## config.mk

```make
export PLATFORM = sky130hd
export DESIGN_NAME = seq_det_sched
export DESIGN_NICKNAME = d
export VERILOG_FILES = /design/src/rtl/seq_det_pkg.sv /design/src/rtl/seq_det_core.sv /design/src/rtl/seq_det_sched.sv
export SDC_FILE = /design/constraint.sdc
export NUM_CORES = 1
export LEC_CHECK = 0
export ABC_AREA = 1
export CORE_MARGIN = 2
export CORE_UTILIZATION = 35
export CTS_CLUSTER_DIAMETER = 100
export CTS_CLUSTER_SIZE = 25
export DETAILED_ROUTE_END_ITERATION = 8
export PLACE_DENSITY = 0.61
export SLEW_MARGIN = 20
export SYNTH_ARGS = -nofsm -noshare
export SYNTH_HDL_FRONTEND = slang
export SYNTH_SLANG_ARGS = --single-unit
```

## constraint.sdc

```tcl
create_clock -name clk -period 4.6 [get_ports clk]
set_clock_uncertainty 0.2 [all_clocks]
set_input_delay 0.46 -clock clk [delete_from_list [all_inputs] [get_ports clk]]
set_output_delay 0.46 -clock clk [all_outputs]
set_load 0.01 [all_outputs]
```

## src/rtl/seq_det_pkg.sv

```systemverilog
// Shared types and constants for the round-robin "1101" detector scheduler.
package seq_det_pkg;

  // Detector state encodings, visible on the debug port.
  typedef enum logic [2:0] {
    DET_S0 = 3'b000,
    DET_S1 = 3'b001,
    DET_S2 = 3'b010,
    DET_S3 = 3'b011,
    DET_S4 = 3'b100
  } det_state_t;

  // Controller phases: wait for a request, shift the frame, drain the
  // detector pipeline, then publish the result.
  typedef enum logic [1:0] {
    IDLE   = 2'd0,
    SHIFT  = 2'd1,
    FLUSH  = 2'd2,
    REPORT = 2'd3
  } ctrl_state_t;

  // Zero-input cycles after the last frame bit: one for the detector state
  // register and one for its registered output.
  localparam int FLUSH_LEN = 2;

endpackage

```

## src/rtl/seq_det_core.sv

```systemverilog
// Serial Moore detector for the pattern 1101. Matches do not overlap: after
// a hit the search restarts, so a following 1 only counts as a first 1.
module seq_det_core
  import seq_det_pkg::*;
(
  input  logic       clk,
  input  logic       reset,
  input  logic       clr,
  input  logic       din,
  output logic       dout,
  output logic [2:0] state
);

  det_state_t state_q, state_d;
  logic       dout_q;

  // Next-state function of the pattern FSM.
  always_comb begin
    state_d = state_q;
    case (state_q)
      DET_S0:  state_d = din ? DET_S1 : DET_S0;
      DET_S1:  state_d = din ? DET_S2 : DET_S0;
      DET_S2:  state_d = din ? DET_S2 : DET_S3;
      DET_S3:  state_d = din ? DET_S4 : DET_S0;
      DET_S4:  state_d = din ? DET_S1 : DET_S0;
      default: state_d = DET_S0;
    endcase
  end

  // State and registered hit flag; clr forces a clean start synchronously.
  always_ff @(posedge clk or posedge reset) begin
    if (reset) begin
      state_q <= DET_S0;
      dout_q  <= 1'b0;
    end else if (clr) begin
      state_q <= DET_S0;
      dout_q  <= 1'b0;
    end else begin
      state_q <= state_d;
      dout_q  <= (state_q == DET_S4);
    end
  end

  assign dout  = dout_q;
  assign state = state_q;

endmodule

```

## src/rtl/seq_det_sched.sv

```systemverilog
// Round-robin scheduler sharing one serial 1101 detector among NREQ frame
// producers. A granted frame is shifted MSB-first into the detector, hits
// are counted (saturating) and reported with the requester id.
// Handshake: req[i] is a level sampled only while idle; grant[i] is a
// one-cycle acceptance pulse after which the requester drops req[i] (or
// keeps it high with its next frame). done is a one-cycle valid pulse for
// done_id/match_count, which then hold until the next done.
module seq_det_sched
  import seq_det_pkg::*;
#(
  parameter int NREQ    = 4,
  parameter int FRAME_W = 8,
  parameter int CNT_W   = 4
) (
  input  logic                    clk,
  input  logic                    reset,
  input  logic [NREQ-1:0]         req,
  input  logic [NREQ*FRAME_W-1:0] frame_data,
  output logic [NREQ-1:0]         grant,
  output logic                    busy,
  output logic                    done,
  output logic [$clog2(NREQ)-1:0] done_id,
  output logic [CNT_W-1:0]        match_count,
  output logic [2:0]              det_state
);

  localparam int ID_W = $clog2(NREQ);
  localparam int BC_W = $clog2(FRAME_W);
  localparam int FL_W = $clog2(FLUSH_LEN);
  localparam logic [CNT_W-1:0] CNT_MAX = {CNT_W{1'b1}};

  ctrl_state_t       state_q;
  logic [FRAME_W-1:0] sr_q;
  logic [BC_W-1:0]   bit_cnt_q;
  logic [FL_W-1:0]   flush_cnt_q;
  logic [CNT_W-1:0]  hit_q, hit_d;
  logic [ID_W-1:0]   winner_q, rr_ptr_q, rr_ptr_d;
  logic [NREQ-1:0]   grant_q, grant_d;
  logic              busy_q, done_q;
  logic [ID_W-1:0]   done_id_q;
  logic [CNT_W-1:0]  match_count_q;

  logic [ID_W-1:0]    win_d, idx;
  logic               any_req;
  logic [FRAME_W-1:0] win_frame;
  logic               det_din, det_clr, det_dout;

  // Round-robin pick: first requester at or after rr_ptr, wrapping.
  always_comb begin
    win_d   = rr_ptr_q;
    any_req = 1'b0;
    idx     = '0;
    for (int k = 0; k < NREQ; k++) begin
      if (int'(rr_ptr_q) + k >= NREQ) idx = ID_W'(int'(rr_ptr_q) + k - NREQ);
      else                            idx = ID_W'(int'(rr_ptr_q) + k);
      if (!any_req && req[idx]) begin
        win_d   = idx;
        any_req = 1'b1;
      end
    end
  end

  // Winner's frame and its one-hot grant vector.
  always_comb begin
    win_frame = '0;
    grant_d   = '0;
    for (int k = 0; k < NREQ; k++) begin
      if (ID_W'(k) == win_d) begin
        win_frame  = frame_data[k*FRAME_W +: FRAME_W];
        grant_d[k] = 1'b1;
      end
    end
  end

  // Saturating hit count and the pointer value after this winner.
  always_comb begin
    hit_d = hit_q;
    if ((state_q == SHIFT || state_q == FLUSH) && det_dout && hit_q != CNT_MAX)
      hit_d = hit_q + CNT_W'(1);
    rr_ptr_d = (winner_q == ID_W'(NREQ - 1)) ? '0 : winner_q + ID_W'(1);
  end

  assign det_din = (state_q == SHIFT) ? sr_q[FRAME_W-1] : 1'b0;
  assign det_clr = (state_q == IDLE);

  seq_det_core u_core (
    .clk   (clk),
    .reset (reset),
    .clr   (det_clr),
    .din   (det_din),
    .dout  (det_dout),
    .state (det_state)
  );

  // Controller FSM with all datapath registers and registered outputs.
  always_ff @(posedge clk or posedge reset) begin
    if (reset) begin
      state_q       <= IDLE;
      sr_q          <= '0;
      bit_cnt_q     <= '0;
      flush_cnt_q   <= '0;
      hit_q         <= '0;
      winner_q      <= '0;
      rr_ptr_q      <= '0;
      grant_q       <= '0;
      busy_q        <= 1'b0;
      done_q        <= 1'b0;
      done_id_q     <= '0;
      match_count_q <= '0;
    end else begin
      grant_q <= '0;
      done_q  <= 1'b0;
      case (state_q)
        IDLE: begin
          if (any_req) begin
            sr_q      <= win_frame;
            bit_cnt_q <= '0;
            hit_q     <= '0;
            winner_q  <= win_d;
            grant_q   <= grant_d;
            busy_q    <= 1'b1;
            state_q   <= SHIFT;
          end
        end
        SHIFT: begin
          sr_q      <= sr_q << 1;
          hit_q     <= hit_d;
          bit_cnt_q <= bit_cnt_q + BC_W'(1);
          if (bit_cnt_q == BC_W'(FRAME_W - 1)) begin
            flush_cnt_q <= '0;
            state_q     <= FLUSH;
          end
        end
        FLUSH: begin
          hit_q       <= hit_d;
          flush_cnt_q <= flush_cnt_q + FL_W'(1);
          if (flush_cnt_q == FL_W'(FLUSH_LEN - 1)) begin
            done_q        <= 1'b1;
            done_id_q     <= winner_q;
            match_count_q <= hit_d;
            state_q       <= REPORT;
          end
        end
        REPORT: begin
          rr_ptr_q <= rr_ptr_d;
          busy_q   <= 1'b0;
          state_q  <= IDLE;
        end
        default: state_q <= IDLE;
      endcase
    end
  end

  assign grant       = grant_q;
  assign busy        = busy_q;
  assign done        = done_q;
  assign done_id     = done_id_q;
  assign match_count = match_count_q;

endmodule

```

# Yosys cells after proc, flatten, opt, wreduce, memory -nomap -nowiden
# Cells that the tools add are included.
# totals
rom_bits,0
latch_bits,0
mem_bits_rw,0
reg_bits,38
input_bits,38
mem_count,0
# op_classes
addsub,11
n_eq_ne,16
mul,0
n_reduce_logical,25
shifts,0
div_mod_pow,0
bitwise,0
magnitude_cmp,8
mux,56
# ops
operator,n
$mux W8,5
$mux W2,13
$mux W1,20
$mux W4,4
$pmux W8 S2,1
$lt A2 B3 Y1 const B,4
$pmux W3 S4,1
$reduce_and A2 Y1,6
$ge A3 B3 Y1 const B,3
$mux W3,3
$bmux W1 S2,4
$pmux W2 S4,1
$pmux W4 S2,1
$reduce_bool A2 Y1,4
$sub A2 B1 Y2 const B,4
$add A2 B2 Y3 const B,2
$eq A2 B2 Y1 const B,3
$eq A3 B2 Y1 const B,2
$eq A3 B3 Y1 const B,2
$pmux W3 S2,1
$logic_and A1 B1 Y1,5
$add A4 B1 Y4 const B,1
$eq A2 B2 Y1 const A,2
$logic_not A2 Y1,2
other kinds (17),22

# Depth between registers and ports, before layout
# Gate-level depths: netlist (run 1).
# depth
word_depth,21
depth_mapped,19
depth_no_buf,17

# Modules after synthesis
# Synthesis (run 1) repeated with hierarchy kept, for this count alone.
# hier_totals
hier_cells,346
area_unflattened_um2,2492.4
# modules_own_cells
module,seq_area_each_um2,area_per_inst_um2,cells_each,instances
seq_det_sched,850.8,2311.0,322,1
seq_det_core,100.1,181.4,24,1

# Worst setup path after synthesis (run 1)
# OpenSTA, ideal clock, no wires.
# synth_path
kind,flip-flop to flip-flop
from,register rr_ptr_q[1]
to,register sr_q[1]
path_stages_with_launch,16
required_time_ns,4.284
t_arrival_ns,1.676
setup_slack_ns,2.608
period_less_slack_ns,1.992
cell_sequence,dfrtp_1 inv_2 nand2_1 nand2_2 nand2_2 nand2_4 nand3_1 nand3_1 nand3_1 nand2_2 buf_6 nand3b_1 nand3_1 nand2_1 nand2_1 nand2_1
# synth_via
elab_chain_len,21
elab_cells_between_ends,49
classes_between,add/sub: 7; order compare: 4; eq/ne: 4; mux: 26; reduce/logical: 8
# synth_rtl
item,line_no,source
"start, declared",seq_det_sched.sv:37,"logic [ID_W-1:0] winner_q, rr_ptr_q, rr_ptr_d;"
"start signal, assigned",seq_det_sched.sv:145,rr_ptr_q <= rr_ptr_d;
branches (longest 21 deep; another with $add A2 B1 Y3),-,
"end signal, assigned",seq_det_sched.sv:116,sr_q <= win_frame;
"end signal, assigned",seq_det_sched.sv:126,sr_q <= sr_q << 1;
"end, declared",seq_det_sched.sv:33,logic [FRAME_W-1:0] sr_q;
# Several ways; the timed one is not identified. The select of a mux whose other input is x is not followed.
# A chain may end at the register's enable or synchronous reset.

# Final worst setup path (run 1)
# layout_path
from,register rr_ptr_q[0]
to,register sr_q[7]
# Same word-level chain as after synthesis.

==> results of run 1 <==
placed cells by master, fill, tap and decap left out, drive strengths merged, types with 6 or more instances in the layout:
master         count
nand2            139
clkdlybuf4s50     52
inv               45
dfrtp             38
nand3             31
nor2              27
o21ai             24
ha                 9
clkbuf             8
nand3b             6
power breakdown:
group	total (mW)	internal [mW]	switching (mW)
logic	1.38	0.472	0.909
registers	0.529	0.448	0.0809
clock network	0.268	0.151	0.116
total	2.18	1.07	1.11
cell type report:
| class | instances | area (um2) | share of cell area [%] |
|---|---|---|---|
| multi-input cells | 256 | 1249 | 39.89 |
| flip-flops and latches | 38 | 950.9 | 30.38 |
| repair buffers | 53 | 528.0 | 16.87 |
| inverters | 46 | 172.7 | 5.516 |
| well taps | 96 | 120.1 | 3.837 |
| clock buffers | 8 | 110.1 | 3.517 |
registers in the layout (all words and copies together), names as in the netlist, 3 cells and up:
name and flops:
bit_cnt_q 3, sr_q 8, match_count 4, u_core.state 3
hit_q 4, grant 4
worst max-delay path: stages (launching register included):
cell     delay (ns)
dfrtp_1        0.59
inv_2          0.21
nand2_1        0.11
nand2_1        0.09
nand2_1        0.12
nand2_4        0.08
nor2_4         0.12
nand4_1        0.11
nand2_2        0.36
inv_2          0.20
or2_2          0.31
nand3_1        0.08
nand2_1        0.06
nand2_1        0.05
nand2_1        0.04
kinds of logic after synthesis:
| family | count (synthesis) |
|---|---|
| AO/OA/AOI/OAI | 31 |
| XOR/XNOR | 3 |
| adder cells (fa/ha/maj) | 9 |
| buffers and inverters | 57 |
| flip-flops | 38 |
| AND/OR/NAND/NOR | 213 |
metal layers:
layer | share of wire (%) | wire, um | vias to the layer above | track usage [%]
li1 | - | - | 1191 | -
met1 | 49 | 2839 | 1063 | 20.83
met2 | 44 | 2569 | 48 | 25.69
met3 | 5.3 | 304 | 6 | 3.770
met4 | 1.1 | 66 | 0 | 5.035
met5 | 0 | 0 | - | 0
worst max path at each step:
stage | endpoint | cells past startpoint | slack (ns)
global route | sr_q[7]$_DFFE_PP0P_ | 12 | 1.53
floorplan | sr_q[1]$_DFFE_PP0P_ | 15 | 2.61
detailed placement | sr_q[7]$_DFFE_PP0P_ | 13 | 1.64
CTS | sr_q[7]$_DFFE_PP0P_ | 12 | 1.78
finish | sr_q[7]$_DFFE_PP0P_ | 14 | 1.77
global placement | sr_q[7]$_DFFE_PP0P_ | 13 | 1.72
==> qor.yml, run 1 <==
die_x_um: 87.84
drtAntennaViolNets: 0
ctsHtreeMaxLevel: 2
die_h_um: 87.84
ff2ff_path_depth: 14
synth-seq-area-share_pct: 38.66
synth_common_cells: "132 x nand2_1, 41 x inv_1, 38 x dfrtp_1, 29 x nand3_1, 25 x nor2_1"
worst_slack_ns: 1.770
cts_sinks: 38
row_count: 30
syn_area_um2: 2460
synth_edf_count: 0
power.total_mw: 2.178
min_path_type: "reg2reg"
synthFlopType: "dfrtp_1"
nFillCells: 668
synth_cells: 351
grt_max_degree: 39
reg2reg_to: "sr_q[7]$_DFFE_PP0P_"
cap_violations: 0
postSynthRegisterBits: 38
grt_pass1_vias: 2163
end_kind: "register"
r2r_start: "rr_ptr_q[0]$_DFFE_PP0P_"
hold_ws_ns: 0.2751
final_cells: 497
yosys_warnings: 0
via_count: 2308
setup_violations: 0
synthXorXnorAreaFrac_pct: 1.068
synth_most_common_cell: "nand2_1"
rsz0062_at_grt: "false"
critPathLaunch: "rr_ptr_q[0]$_DFFE_PP0P_"
drtIter0Drc: 140
root_buffer: "clkbuf_8"
ys_top_cells_by_area: "dfrtp_1 39%, nand2_1 20%, inv_1 6.3%"
start_kind: "register"
placed_cell_area_um2: 3020
insertion_delay_ns: 0.29
start_util_pct: 36.21
synth_nets: 398
cts_buffers: 5
cts_buffer_depth: 2
hold_path_depth: 1
async_flop_share_pct: 100.0
layout-drive-gt1-share_pct: 7.232
first_pass_iters: 4
ys_types: 29
min_to: "u_core.state[2]$_DFF_PP0_"
via_per_inst: 4.644
hold_start: "u_core.state[2]$_DFF_PP0_"
fin_util_pct: 46.08
antenna_found_initial: 0
avgSynthCellArea_um2: 7.008
io_pins: 53
ir_worst_vdd_mv: 0.1902
clk_pin_slew_ns: 0.08
timing_worst_slew_pin_value_ns: 0.6552
slew_viol_final: 0
netlist.area_leader.share_pct: 38.66
cts_resized: 0
synthMuxAreaShare_pct: 0
synth_top_family_by_area: "simple AND/OR/NAND/NOR gates"
period_share_pct: 61.53
synth_compound_area_share_pct: 6.918
drc: 0
cts_setup_buffers: 0
place_congestion: 0.8318
regToRegSetupSlack_ns: 1.77
critPathKind: "reg2reg"
status: "complete, no violations"
num-nets-final: 447
holdBufCountCts: 0
core_um2: 6794
post-route-min-period_ns: 2.830
finalSetupTns_ns: 0
wl_per_cell_um: 11.63
dpl_worst_slack_ns: 1.636
p_leak_nw: 1.602
grt_pass1_wl_mm: 9.597
overflow: 0
routed_wl_mm: 5.779
dpl.cell_count: 489
postLayoutCellArea_um2: 3131
arrival_ns: 2.81
synthSimpleGateAreaFrac_pct: 38.20
post-dp-hpwl_mm: 4.248
die_area_um2: 7715
synth_top_area_cell: "dfrtp_1"
diodes: 0
timing.fmax_mhz: 353.3
relSlewSlack_pct: 56.31
numPortBuffers: 52
finalHoldViolCount: 0
grtUsageTotal_pct: 15.81
synthAdderAreaFrac_pct: 4.578
p_per_area_nw_per_um2: 695.7
crit_required_ns: 4.58
area_growth_pct: 27.26
crit_fanout: 21
cts_tree: "done"
Note: power is estimated with default switching activity, not from simulation.
==> inputs of run 2 (changes only) <==
==> constraint.sdc (replaced) <==
create_clock -name clk -period 2.8 [get_ports clk]
set_clock_uncertainty 0.2 [all_clocks]
set_input_delay 0.28 -clock clk [delete_from_list [all_inputs] [get_ports clk]]
set_output_delay 0.28 -clock clk [all_outputs]
set_load 0.01 [all_outputs]
==> qor.yml, run 2 (synthesized netlist as in run 1, its figures left out) <==
status: "complete, no violations"
grtUsageTotal_pct: 15.92
arrival_ns: 2.51
timing.fmax_mhz: 395.0
core_um2: 6794
ctsHtreeMaxLevel: 2
final_cell_mix: "132 x nand2_1, 52 x clkdlybuf4s50_1, 41 x inv_1"
via_count: 2310
seq_power_share_pct: 22.9
overflow: 0
holdBufCountCts: 0
die_area_um2: 7715
num-nets-final: 450
relSlewSlack_pct: 54.06
finalHoldViolCount: 0
setup_violations: 0
drtAntennaViolNets: 0
root_buffer: "clkbuf_8"
rsz0062_at_grt: "false"
pwr-share-clk_pct: 14.9
final_common_cell: "nand2_1"
p_sw_share_pct: 49.14
post-route-min-period_ns: 2.532
switching_power_mw: 1.840
die_h_um: 87.84
first_pass_iters: 4
antenna_found_initial: 0
post-dp-hpwl_mm: 4.393
grt_max_degree: 39
cap_violations: 0
row_count: 30
cts_buffer_depth: 2
combPwrFrac_pct: 62.1
largest_reg_flops: 8
internal-power_mw: 1.905
die_x_um: 87.84
io_pins: 53
top_register: "sr_q"
start_kind: "register"
cts_tree: "done"
layout-drive-gt1-share_pct: 7.921
timing_worst_slew_pin_value_ns: 0.6890
critPathKind: "reg2reg"
area_growth_pct: 29.30
slew_viol_final: 0
p_per_area_nw_per_um2: 1177
diodes: 0
cts_setup_buffers: 0
p_leak_nw: 1.626
finalSetupTns_ns: 0
min_path_type: "in2async"
end_kind: "register"
wl_per_cell_um: 11.72
drc: 0
ff2ff_path_depth: 16
start_util_pct: 36.21
cts_sinks: 38
period_share_pct: 90.43
place_congestion: 0.8346
crit_fanout: 13
routed_wl_mm: 5.858
via_per_inst: 4.620
clk_pin_slew_ns: 0.08
cts_resized: 0
cts_buffers: 5
numPortBuffers: 52
insertion_delay_ns: 0.29
grt_pass1_vias: 2255
ir_worst_vdd_mv: 0.3574
grt_pass1_wl_mm: 9.887
drtIter0Drc: 137
hold_ws_ns: 0.1998
crit_required_ns: 2.78
run 2: changes by cell type in the layout (fill, tap and decap cells not counted):
cell / delta
clkinv_4: +1
bufinv_16: +2
clkbuf_8: -3
buf_4: +3
run 2: layout make-up:
cell class	instances	area [um2]
clock inverters	3	68.82
clock buffers	5	68.82
multi-input cells	256	1249
well taps	96	120.1
flip-flops and latches	38	950.9
fillers	691	3613
inverters	46	172.7
repair buffers	56	550.5
run 2: worst paths after layout:
check | startpoint | end | slack [ns]
hold reg to reg | u_core.state[2]$_DFF_PP0_ | u_core.state[2]$_DFF_PP0_ | 0.28
max in group asynchronous | reset | match_count[1]$_DFFE_PP0P_ | 1.86
hold / removal | reset | done$_DFF_PP0_ | 0.20
setup / recovery | rr_ptr_q[0]$_DFFE_PP0P_ | sr_q[5]$_DFFE_PP0P_ | 0.27
min in group clk | u_core.state[2]$_DFF_PP0_ | u_core.state[2]$_DFF_PP0_ | 0.28
setup reg to reg | rr_ptr_q[0]$_DFFE_PP0P_ | sr_q[5]$_DFFE_PP0P_ | 0.27
run 2: worst max-delay path, cell delays in order (launching register included):
cell     delay, ns
dfrtp_1       0.47
inv_2         0.21
nand2_1       0.09
nand2_2       0.14
nand2_2       0.08
nand2_4       0.10
nand3_1       0.09
nand2_1       0.08
nand2_1       0.06
nand2_1       0.06
nand2_1       0.05
nand2_1       0.33
o21ai_0       0.18
nand3_1       0.12
nand2_1       0.05
nand2_1       0.06
nand2_1       0.05
run 2: through the flow:
step / std cells / total power [mW] / utilization, % / setup slack (ns) / area, um2
final: 500 / 3.745 / 46.81 / 0.2681 / 3181
after global routing: 500 / 4.154 / 46.81 / 0.02060 / 3181
after CTS: 500 / 3.785 / 46.81 / 0.2509 / 3181
after detailed placement: 492 / 3.208 / 44.79 / 0.2324 / 3043
after global placement: 492 / 3.151 / 44.79 / 0.2377 / 3043
after floorplan: 351 / 2.753 / - / 0.8079 / 2460
run 2: metal layers:
metal / track usage [%] / up-vias / wire length (um)
li1: - / 1202 / -
met3: 3.205 / 4 / 307
met5: 0 / - / 0
met2: 28.03 / 45 / 2767
met1: 20.23 / 1059 / 2747
met4: 3.357 / 0 / 36
run 2: power by group through the flow:
stage               combinational (mW)  clock [mW]  sequential, mW
finish                            2.33       0.560           0.859
CTS                               2.35       0.574           0.861
detailed placement                2.34           0           0.871
floorplan                         1.89           0           0.861
global placement                  2.28           0           0.867
global route                      2.67       0.597           0.883
==> inputs of run 3 (changes only) <==
--- a/config.mk
+++ b/config.mk
@@ -7,11 +7,12 @@
 export LEC_CHECK = 0
 export ABC_AREA = 1
 export CORE_MARGIN = 2
-export CORE_UTILIZATION = 35
+export CORE_UTILIZATION = 50
 export CTS_CLUSTER_DIAMETER = 100
 export CTS_CLUSTER_SIZE = 25
 export DETAILED_ROUTE_END_ITERATION = 8
-export PLACE_DENSITY = 0.61
+export MAX_ROUTING_LAYER = met4
+export PLACE_DENSITY = 0.81
 export SLEW_MARGIN = 20
 export SYNTH_ARGS = -nofsm -noshare
 export SYNTH_HDL_FRONTEND = slang
==> qor.yml, run 3 (synthesized netlist as in run 1, its figures left out) <==
status: "complete, no violations"
worst_path_max_delay_cell: "dfrtp_1"
row_count: 25
post-dp-hpwl_mm: 4.316
power.total_mw: 3.648
critPathKind: "reg2reg"
cts_setup_buffers: 0
overflow: 0
arrival_ns: 2.42
area_growth_pct: 26.50
slowest_delay_ns: 0.48
die_h_um: 74.14
first_pass_iters: 4
grtUsageTotal_pct: 23.43
grt_pass1_wl_mm: 9.563
relSlewSlack_pct: 55.80
die_area_um2: 5497
grt_pass1_vias: 2233
crit_required_ns: 2.79
top_register: "sr_q"
path_cells: "inv_2 > nand2_1 > nand2_1 > nand2_1 > nand2_4 > nor2_4 > nand4_1 > nand2_2 > inv_2 > or2_2 > nand3_1 > nand2_1 > nand2_1 > nand2_1"
period_share_pct: 86.79
cpMostUsedCell: "nand2_1"
cts_resized: 0
start_util_pct: 52.08
start_kind: "register"
via_count: 2335
diodes: 0
drtIter0Drc: 176
drc: 0
cts_buffer_depth: 2
p_per_area_nw_per_um2: 1172
ir_worst_vdd_mv: 0.5667
post-route-min-period_ns: 2.430
timing_worst_slew_pin_value_ns: 0.6630
cts_buffers: 5
slew_viol_final: 0
routed_wl_mm: 5.759
finalSetupTns_ns: 0
setup_violations: 0
p_leak_nw: 1.611
timing.fmax_mhz: 411.5
via_per_inst: 4.979
cap_violations: 0
core_um2: 4723
end_kind: "register"
crit_fanout: 14
largest_reg_flops: 8
drtAntennaViolNets: 0
num-nets-final: 449
wl_per_cell_um: 12.28
layout-drive-gt1-share_pct: 7.463
place_congestion: 0.9248
min_path_type: "in2async"
io_pins: 53
final_common_cell: "nand2_1"
cts_tree: "done"
rsz0062_at_grt: "false"
finalHoldViolCount: 0
die_x_um: 74.14
ctsHtreeMaxLevel: 2
grt_max_degree: 39
final_cell_mix: "132 x nand2_1, 52 x clkdlybuf4s50_1, 41 x inv_1"
root_buffer: "clkbuf_8"
holdBufCountCts: 0
antenna_found_initial: 0
clk_pin_slew_ns: 0.07
cts_sinks: 38
numPortBuffers: 52
insertion_delay_ns: 0.29
-- run 3: stage by stage --
| stage | cell area, um2 | util, % | hold slack [ns] | setup WS (ns) | instances |
|---|---|---|---|---|---|
| global route | 3112 | 65.88 | 0.2549 | 0.1822 | 469 |
| detailed placement | 2999 | 63.50 | 0.2659 | 0.2353 | 462 |
| floorplan | 2460 | - | 0.2390 | 0.8079 | 351 |
| finish | 3112 | 65.88 | 0.1931 | 0.3700 | 469 |
| CTS | 3112 | 65.88 | 0.2174 | 0.4042 | 469 |
| global placement | 2999 | 63.50 | 0.2627 | 0.3283 | 462 |
-- run 3: layout make-up --
cell class	instances	area (um2)
Fill cell	418	1612
Sequential cell	38	950.9
Tap cell	67	83.83
Inverter	46	172.7
Clock buffer	6	82.58
Multi-Input combinational cell	256	1249
Clock inverter	1	30.03
Timing Repair Buffer	55	543.0
-- run 3: per-layer routing --
metal  vias to the layer above  global-route usage [%]  part of all wire, %
met5                         -                       -                    0
met4                         0                   10.10                  2.2
met3                        17                   5.149                  5.1
met2                        62                   37.80                   48
met1                      1053                   28.28                   45
li1                       1203                       -                    -
-- run 3: worst paths after layout --
| kind | from | to | slack (ns) | cells after the start |
|---|---|---|---|---|
| hold / removal | reset | sr_q[4]$_DFFE_PP0P_ | 0.19 | 3 |
| setup / recovery | rr_ptr_q[1]$_DFFE_PP0P_ | sr_q[7]$_DFFE_PP0P_ | 0.37 | 14 |
| max in group asynchronous | reset | match_count[1]$_DFFE_PP0P_ | 1.86 | 3 |
| hold reg to reg | sr_q[2]$_DFFE_PP0P_ | sr_q[2]$_DFFE_PP0P_ | 0.29 | 2 |
| min in group clk | sr_q[2]$_DFFE_PP0P_ | sr_q[2]$_DFFE_PP0P_ | 0.29 | 2 |
| setup reg to reg | rr_ptr_q[1]$_DFFE_PP0P_ | sr_q[7]$_DFFE_PP0P_ | 0.37 | 14 |
-- run 3: power by group --
group          internal (mW)  switching (mW)  leakage (nW)
Combinational          0.808            1.50          1.06
Sequential             0.737           0.122         0.497
Clock                  0.285           0.191        0.0573
Total                   1.83            1.82          1.61
-- run 3: worst max-delay path: cells and delay by family (launching register included) --
kind / cells / cell delay, ns
flops: 1 / 0.48
simple gates: 12 / 1.39
buf+inv: 2 / 0.26
